$ cat config.mk
export PLATFORM = sky130hd
export DESIGN_NAME = voice_allocator
export DESIGN_NICKNAME = d
export VERILOG_FILES = /design/src/rtl/voice_allocator.sv
export SDC_FILE = /design/constraint.sdc
export NUM_CORES = 1
export LEC_CHECK = 0
export CAP_MARGIN = 25
export CELL_PAD_IN_SITES_DETAIL_PLACEMENT = 2
export CELL_PAD_IN_SITES_GLOBAL_PLACEMENT = 2
export CORE_MARGIN = 2
export CORE_UTILIZATION = 24
export CTS_CLUSTER_SIZE = 40
export DETAILED_ROUTE_END_ITERATION = 10
export GPL_ROUTABILITY_DRIVEN = 0
export PLACE_DENSITY = 0.74
export SYNTH_ARGS = -nofsm -noshare
export SYNTH_HDL_FRONTEND = slang
export SYNTH_SLANG_ARGS = --single-unit
$ cat constraint.sdc
create_clock -name clk -period 2.1 [get_ports clk]
set_input_delay 0.42 -clock clk [delete_from_list [all_inputs] [get_ports clk]]
set_output_delay 0.42 -clock clk [all_outputs]
set_load 0.05 [all_outputs]
$ cat src/rtl/voice_allocator.sv
// voice_allocator: schedules note requests from the song reader onto a pool of
// NUM_VOICES note_player voices. Picks the lowest free voice, presents the note
// and duration one cycle after the request, and tracks per-voice occupancy.
//
// Optional feature macro: VOICE_ALLOC_STEAL_EN
//   defined   -> when every voice is busy, a non-rest note steals the voice at a
//                round-robin steal pointer instead of being dropped.
//   undefined -> when every voice is busy, a non-rest note is dropped and
//                note_dropped pulses for one cycle.
module voice_allocator #(
  parameter int NUM_VOICES = 3,
  parameter int NOTE_W     = 6
) (
  input  logic                  clk,
  input  logic                  reset,
  input  logic                  play,
  input  logic                  flush,
  input  logic                  new_note,
  input  logic [NOTE_W-1:0]     note_in,
  input  logic [NOTE_W-1:0]     duration_in,
  input  logic [NUM_VOICES-1:0] voice_done,
  output logic [NUM_VOICES-1:0] load_voice,
  output logic [NOTE_W-1:0]     note_out,
  output logic [NOTE_W-1:0]     duration_out,
  output logic [NUM_VOICES-1:0] busy,
  output logic [3:0]            active_count,
  output logic                  note_dropped
);

  // Number of set bits in a voice mask; NUM_VOICES <= 8 always fits in 4 bits.
  function automatic logic [3:0] popcount(input logic [NUM_VOICES-1:0] v);
    logic [3:0] cnt;
    cnt = 4'd0;
    for (int i = 0; i < NUM_VOICES; i++) begin
      cnt = cnt + {3'b000, v[i]};
    end
    return cnt;
  endfunction

  // Registered state
  logic                  run_r;          // low until the first edge after reset release
  logic [NUM_VOICES-1:0] busy_r;
  logic [NUM_VOICES-1:0] load_voice_r;
  logic [NOTE_W-1:0]     note_out_r;
  logic [NOTE_W-1:0]     duration_out_r;
  logic [3:0]            active_count_r;
  logic                  note_dropped_r;

  // Next-state / decode signals
  logic                  accept_s;       // request sampled this cycle
  logic                  note_req_s;     // accepted and not a rest
  logic [NUM_VOICES-1:0] busy_rel_s;     // occupancy after this cycle's done pulses
  logic [NUM_VOICES-1:0] free_s;
  logic                  any_free_s;
  logic [NUM_VOICES-1:0] lowest_free_s;  // one-hot lowest-index free voice
  logic [NUM_VOICES-1:0] load_sel_s;
  logic                  drop_s;
  logic [NUM_VOICES-1:0] busy_next_s;

`ifdef VOICE_ALLOC_STEAL_EN
  localparam int PTR_W = (NUM_VOICES > 1) ? $clog2(NUM_VOICES) : 1;
  logic [PTR_W-1:0]      steal_ptr_r;
  logic [NUM_VOICES-1:0] steal_oh_s;
  logic                  steal_adv_s;
`endif

  // Request qualification and release of voices that finished this cycle.
  // voice_done only clears voices that are actually busy, and it is applied
  // before allocation so a voice freed this cycle can take this cycle's note.
  always_comb begin
    accept_s      = run_r & play & new_note & ~flush;
    note_req_s    = accept_s & (note_in != {NOTE_W{1'b0}});
    busy_rel_s    = busy_r & ~(voice_done & busy_r);
    free_s        = ~busy_rel_s;
    any_free_s    = |free_s;
    // Isolate the lowest set bit: x & -x.
    lowest_free_s = free_s & (~free_s + {{(NUM_VOICES-1){1'b0}}, 1'b1});
  end

`ifdef VOICE_ALLOC_STEAL_EN
  // Allocation with stealing: lowest free voice, else the voice at the steal pointer.
  always_comb begin
    steal_oh_s  = {{(NUM_VOICES-1){1'b0}}, 1'b1} << steal_ptr_r;
    drop_s      = 1'b0;
    steal_adv_s = 1'b0;
    if (note_req_s) begin
      if (any_free_s) begin
        load_sel_s = lowest_free_s;
      end else begin
        load_sel_s  = steal_oh_s;
        steal_adv_s = 1'b1;
      end
    end else begin
      load_sel_s = {NUM_VOICES{1'b0}};
    end
  end

  // Round-robin steal pointer; flush returns it to voice 0.
  always_ff @(posedge clk or negedge reset) begin
    if (!reset) begin
      steal_ptr_r <= {PTR_W{1'b0}};
    end else if (flush) begin
      steal_ptr_r <= {PTR_W{1'b0}};
    end else if (steal_adv_s) begin
      if (steal_ptr_r == PTR_W'(NUM_VOICES - 1)) begin
        steal_ptr_r <= {PTR_W{1'b0}};
      end else begin
        steal_ptr_r <= steal_ptr_r + {{(PTR_W-1){1'b0}}, 1'b1};
      end
    end else begin
      steal_ptr_r <= steal_ptr_r;
    end
  end
`else
  // Allocation without stealing: lowest free voice, else drop the note.
  always_comb begin
    if (note_req_s) begin
      if (any_free_s) begin
        load_sel_s = lowest_free_s;
        drop_s     = 1'b0;
      end else begin
        load_sel_s = {NUM_VOICES{1'b0}};
        drop_s     = 1'b1;
      end
    end else begin
      load_sel_s = {NUM_VOICES{1'b0}};
      drop_s     = 1'b0;
    end
  end
`endif

  // Occupancy update: flush empties the pool, otherwise released voices plus the new load.
  always_comb begin
    if (flush) begin
      busy_next_s = {NUM_VOICES{1'b0}};
    end else begin
      busy_next_s = busy_rel_s | load_sel_s;
    end
  end

  // Output and occupancy registers; active_count tracks popcount of busy on the same edge.
  always_ff @(posedge clk or negedge reset) begin
    if (!reset) begin
      run_r          <= 1'b0;
      busy_r         <= {NUM_VOICES{1'b0}};
      load_voice_r   <= {NUM_VOICES{1'b0}};
      note_out_r     <= {NOTE_W{1'b0}};
      duration_out_r <= {NOTE_W{1'b0}};
      active_count_r <= 4'd0;
      note_dropped_r <= 1'b0;
    end else begin
      run_r          <= 1'b1;
      busy_r         <= busy_next_s;
      load_voice_r   <= load_sel_s;
      active_count_r <= popcount(busy_next_s);
      note_dropped_r <= drop_s;
      if (|load_sel_s) begin
        note_out_r     <= note_in;
        duration_out_r <= duration_in;
      end else begin
        note_out_r     <= note_out_r;
        duration_out_r <= duration_out_r;
      end
    end
  end

  assign load_voice   = load_voice_r;
  assign note_out     = note_out_r;
  assign duration_out = duration_out_r;
  assign busy         = busy_r;
  assign active_count = active_count_r;
  assign note_dropped = note_dropped_r;

endmodule

==> key figures, run 1 <==
Worst setup path
  • Crit. End Element: flop
  • Maximum net fanout on the critical path: 4
  • CP required: 2230 ps
  • Setup crit start kind: primary input
  • Crit Path Category: primary input to flop
  • Crit path arrival time: 2070 ps

Power and ir drop
  • Fraction of power spent switching nets: 0.334
  • VDD IR max: 0.349 mV
  • Clk pwr share: 0.239
  • Combinational share of power: 0.354
  • Internal power: 0.825 mW
  • Reg power frac: 0.408
  • Pwr dens: 846 nW/µm²
  • Net Switching: 0.415 mW
  • Leak pwr: 0.661 nW

Finish
  • Final instance area: 1470 µm²
  • Multi-input gate area: 319 µm²
  • Diode count: 0
  • Layout cells sized above 1: 0.239
  • Layout Nets: 135
  • Register Area: 551 µm²
  • P&R area growth vs syn: 65.4%
  • Fillers: 380

Clock network
  • CTS root buf: clkbuf_8
  • Clock tree sinks: 22
  • Htree depth: 1
  • Setup Buffers After CTS: 0
  • Clk slew on worst S/H paths: 80 ps
  • CTS tree: built
  • Clock Latency Late Sink: 260 ps
  • CTS Buf Count: 3
  • CTS Buffer Depth: 2
  • Number of hold buffers added after cts: 0

Timing
  • Clock Skew: 3.05 ps
  • Fin crit share: 0.923
  • Worst Slack Setup Final: 161 ps
  • Unrepaired setup endpoints after global routing: no
  • Slew @ Worst Pin: 511 ps
  • Max transition margin: 0.658
  • Min Tclk post-route: 1940 ps
  • Slew Limit Fails: 0
  • Setup-failing EPs final: 0
  • Hold Vio Cnt, Final: 0
  • Highest Clock Rate: 516 MHz

Yosys
  • Synth top area share: 0.621
  • Synth top area cells: dfrtp_1 62%, mux2_4 14%, nor2_1 3.0%
  • Cell Area, Synth: 886 µm²
  • Seq/Total Area, Yosys: 0.621
  • Synthesized area per cell: 14.3 µm²
  • Mapped Cells: 62
  • Syn. warnings: 0
  • Post-synthesis cell type count: 20
  • Synth area leader: dfrtp_1
  • Number of synthesized register bits: 22

Place
  • Port buffer count: 40
  • Post-DP HPWL: 1840 µm
  • Setup WS pre-CTS: -203 ps
  • Area post-placement: 1400 µm²

Route
  • Total wire length: 2360 µm
  • DRC violations left: 0
  • Initial detailed-routing violation count: 3
  • DR top layer: met4
  • 1st-pass router iterations: 2
  • Via-to-Cell Ratio: 4.12
  • Post-route ant nets: 0
  • Wl on met1: 979 µm
  • Metal2 WL: 1240 µm
  • DR WL/cell: 14.6 µm
  • Met3 WL: 93 µm
  • Vias after detailed routing: 664

Die
  • Die W: 64.8 µm
  • Core Region: 3610 µm²
  • # rows: 22
  • Die Area: 4190 µm²
  • Die Y: 64.8 µm
  • Starting Density: 0.246
  • Number of I/O pins: 43

Global route
  • Gr ovfl total: 0
  • Initial antenna violation count: 0
  • Largest net degree at the start of global routing: 23
  • First-pass GRT wire length: 3740 µm
  • GRT Util Overall: 0.123
  • Vias in the first global route: 751

Worst hold path
  • Worst hold path type: flop to flop

Run status
  • Status: finished clean

Job
  • Max Cap Violations: 0
layout make-up:
cell class | instances | area share
clock buffers | 4 | 0.0376
flip-flops and latches | 22 | 0.376
repair buffers | 49 | 0.328
well taps | 48 | 0.0410
multi-input cells | 38 | 0.218
synthesized netlist by cell type:
library cell,instances
a21boi_2,1
a31oi_1,1
a32o_1,2
and4b_2,1
buf_4,2
buf_6,1
conb_1,2
dfrtp_1,22
fa_1,1
mux2_2,2
mux2_4,8
nand2_1,3
nand2_2,1
nand2b_1,1
nand3_1,1
nor2_1,7
nor2b_1,3
nor3_1,1
nor4_1,1
o21ai_0,1
cells by family (layout without fill, tap and decap cells):
| kind of cell | after synthesis | count (layout) | share of synthesized area |
|---|---|---|---|
| AND/OR/NAND/NOR | 19 | 19 | 0.109 |
| flip-flops | 22 | 22 | 0.621 |
| buffers and inverters | 3 | 53 | 0.0297 |
| other | 2 | 3 | 0.00848 |
| adder cells (fa/ha/maj) | 1 | 1 | 0.0226 |
| multiplexers | 10 | 10 | 0.161 |
| AO/OA/AOI/OAI | 5 | 5 | 0.0480 |
per-stage QoR:
stage,hold WS (ps),util,TNS [ps],power [mW],instances
6_report,503,0.406,0,1.24,161
5_1_grt,520,0.406,0,1.31,161
4_1_cts,513,0.405,0,1.26,161
3_5_place_dp,489,0.389,-632,0.954,157
3_3_place_gp,487,0.389,-221,0.945,157
2_1_floorplan,124,-,0,0.780,63
power by group through the flow:
stage | sequential, mW | combinational [mW] | clock [mW]
CTS | 0.507 | 0.443 | 0.314
finish | 0.505 | 0.439 | 0.296
global route | 0.513 | 0.457 | 0.343
detailed placement | 0.514 | 0.440 | 0
global placement | 0.511 | 0.435 | 0
floorplan | 0.695 | 0.0841 | 0
worst max-delay path, cell delays in order:
cell	delay [ps]
clkdlybuf4s50_1	440
nor4_2	290
buf_4	160
a21boi_2	80
a31oi_1	180
nor2_1	80
fa_1	420
placed cells by master, fill, tap and decap left out, drive strengths merged:
master and instances:
mux2 10, a32o 2, a21boi 1, conb 3, nor3 1, nor2 7
nor4 1, a31oi 1, and4b 1, fa 1, dfrtp 22, clkdlybuf4s50 40
nand2b 1, nand3 1, nand2 4, buf 9, nor2b 3, o21ai 1
clkbuf 4
path summary, 6_finish.rpt:
kind | start | cells past startpoint | slack [ps] | to
max in group asynchronous | reset | 2 | 1370 | duration_out[4]$_DFFE_PN0P_
hold / removal | note_out[4]$_DFFE_PN0P_ | 1 | 500 | note_out[4]$_DFFE_PN0P_
setup reg to reg | run_r$_DFF_PN0_ | 5 | 480 | active_count[0]$_DFF_PN0_
setup / recovery | note_in[1] | 7 | 160 | active_count[0]$_DFF_PN0_
min in group asynchronous | reset | 2 | 510 | note_out[4]$_DFFE_PN0P_
hold reg to reg | note_out[4]$_DFFE_PN0P_ | 1 | 500 | note_out[4]$_DFFE_PN0P_
routing by layer:
layer  vias to the layer above  track usage
met3                         2       0.0122
li1                        308            -
met4                         0       0.0718
met2                        24        0.211
met5                         -            0
met1                       330        0.148
registers in the layout, summed over array words and instances (netlist names):
register	cells
duration_out	6
load_voice	3
active_count	2
run_r	1
note_dropped	1
busy	3
note_out	6
what timing repair did:
item | 4_1_cts | 5_1_grt
resized for setup | 0 | 2
setup endpoints to repair | 0 | 1
endpoints found under the hold margin | 0 | 0
Power figures use the tool's default switching activity.
==> run 2: changes to the inputs <==
--- a/config.mk
+++ b/config.mk
@@ -17,3 +17,4 @@
 export SYNTH_ARGS = -nofsm -noshare
 export SYNTH_HDL_FRONTEND = slang
 export SYNTH_SLANG_ARGS = --single-unit
+export TNS_END_PERCENT = 10
==> results of run 2 <==
The final DEF is identical to that of run 1; final timing and power are the same.
==> run 3: changes to the inputs <==
--- a/config.mk
+++ b/config.mk
@@ -8,8 +8,10 @@
 export CAP_MARGIN = 25
 export CELL_PAD_IN_SITES_DETAIL_PLACEMENT = 2
 export CELL_PAD_IN_SITES_GLOBAL_PLACEMENT = 2
+export CORE_ASPECT_RATIO = 1.2
 export CORE_MARGIN = 2
 export CORE_UTILIZATION = 24
+export CTS_CLUSTER_DIAMETER = 100
 export CTS_CLUSTER_SIZE = 40
 export DETAILED_ROUTE_END_ITERATION = 10
 export GPL_ROUTABILITY_DRIVEN = 0
==> run 3 against run 2 <==
Against the previous run:
- worst setup slack worse by 77 ps
- combinational power hardly changed
- sequential share of layout area is 0.13 points higher
- sequential power hardly changed
- sequential cell count stayed put
- critical endpoint unchanged
- highest routed layer unchanged
==> key figures, run 3 (synthesis gave the netlist of run 1 again) <==
Run status
  • Status: finished clean

Worst setup path
  • CP required: 2240 ps
  • Setup crit start kind: primary input
  • Maximum net fanout on the critical path: 4
  • Slowest stage delay, CP: 450 ps
  • Crit Path Category: primary input to flop
  • Slowest cell on crit path: fa_1
  • Crit path cell chain: clkdlybuf4s50_1, nor4_2, buf_4, a21boi_2, a31oi_1, nor2_1, fa_1
  • R2R Setup Slk: 390 ps
  • CP top delay family: buffers and inverters
  • Bufs and invs on worst path: 2
  • Crit. End Element: flop
  • Crit path arrival time: 2160 ps

Finish
  • Most frequent cells in the layout: 39 x clkdlybuf4s50_1, 22 x dfrtp_1, 8 x mux2_4, 8 x buf_4, 7 x nor2_1
  • Non-filler instance count after layout: 152
  • Layout Nets: 135
  • Fillers: 369
  • P&R area growth vs syn: 64.8%
  • Multi-input gate area: 323 µm²
  • Most common cell after layout, fill and taps aside: clkdlybuf4s50_1
  • Diode count: 0
  • Register Area: 551 µm²
  • Layout cells sized above 1: 0.248

Clock network
  • Htree depth: 1
  • Clock Latency Late Sink: 270 ps
  • Number of hold buffers added after cts: 0
  • CTS root buf: clkbuf_8
  • CTS Buffer Depth: 2
  • CTS tree: built
  • Clock tree sinks: 22
  • Clk slew on worst S/H paths: 80 ps
  • CTS Buf Count: 3

Global route
  • Met3 Use GR: 0.0183
  • GRT Util Overall: 0.133
  • Met1 usage: 0.153
  • Vias in the first global route: 791
  • First-pass GRT wire length: 4040 µm
  • Initial antenna violation count: 0
  • GRT Max-Usage Layer: met2
  • Largest net degree at the start of global routing: 23
  • Gr ovfl total: 0
  • Met2 Resource Use GR: 0.236

Place
  • Dpl cells: 146
  • Port buffer count: 40
  • Post-DP HPWL: 1980 µm

Route
  • Post-route ant nets: 0
  • Via-to-Cell Ratio: 4.53
  • Total wire length: 2510 µm
  • DR WL/cell: 16.5 µm
  • DRC violations left: 0
  • Initial detailed-routing violation count: 3
  • Vias after detailed routing: 688
  • 1st-pass router iterations: 2

Timing
  • Slew Limit Fails: 0
  • Fin crit share: 0.960
  • Clock Skew: 1.72 ps
  • Hold Vio Cnt, Final: 0
  • Min Tclk post-route: 2020 ps
  • Setup-failing EPs final: 0
  • Highest Clock Rate: 496 MHz
  • Slew @ Worst Pin: 519 ps
  • Max transition margin: 0.653

Power and ir drop
  • Pwr dens: 859 nW/µm²
  • Leak pwr: 0.672 nW
  • VDD IR max: 0.229 mV
  • Total power draw: 1.25 mW

Die
  • Die Y: 70.6 µm
  • # rows: 24
  • Number of I/O pins: 43
  • Die Area: 4190 µm²
  • Die W: 59.5 µm
  • Starting Density: 0.248
  • Core Region: 3570 µm²

Worst hold path
  • Worst hold path type: primary input to flop

Job
  • Max Cap Violations: 0
## run 3: repair_timing
item / in CTS / in global routing
setup endpoints to repair: 2 / 1
setup buffers: 0 / 2
gates resized for setup: 2 / 2
pin swaps: 1 / 3
## run 3: per-layer routing
metal / share of wire / routed length, µm / vias to the layer above
met5: 0 / 0 / -
met4: 0.015 / 37 / 0
met3: 0.044 / 111 / 4
met2: 0.58 / 1450 / 25
met1: 0.36 / 912 / 353
li1: - / - / 306
## run 3: stage by stage
stage	util	area, µm²	hold WS, ps	setup TNS (ps)	setup slack [ps]
after floorplan	-	890	124	0	305
after global placement	0.386	1380	480	-343	-170
after detailed placement	0.386	1380	496	-1510	-350
after CTS	0.403	1440	514	0	5.35
after global routing	0.409	1460	484	-2.66	-2.66
final	0.409	1460	467	0	83.9
## run 3: path summary, 6_finish.rpt
| check | cells past startpoint | endpoint | startpoint |
|---|---|---|---|
| max | 7 | active_count[0]$_DFF_PN0_ | note_in[0] |
| min | 2 | note_out[1]$_DFFE_PN0P_ | note_in[1] |
| max reg2reg | 5 | active_count[0]$_DFF_PN0_ | run_r$_DFF_PN0_ |
| min reg2reg | 1 | duration_out[4]$_DFFE_PN0P_ | duration_out[4]$_DFFE_PN0P_ |
| max in group asynchronous | 2 | duration_out[4]$_DFFE_PN0P_ | reset |
| min in group asynchronous | 2 | note_out[4]$_DFFE_PN0P_ | reset |
## run 3: where the power goes
group | internal [mW] | leakage [nW] | total [mW] | switching [mW]
Sequential | 0.476 | 0.282 | 0.506 | 0.0299
Combinational | 0.181 | 0.361 | 0.439 | 0.258
Clock | 0.167 | 0.0288 | 0.309 | 0.142
## run 3: cell type report
cell class / instances / share of cell area
clock buffers: 4 / 0.0377
multi-input cells: 38 / 0.221
flip-flops and latches: 22 / 0.377
well taps: 39 / 0.0334
repair buffers: 49 / 0.331
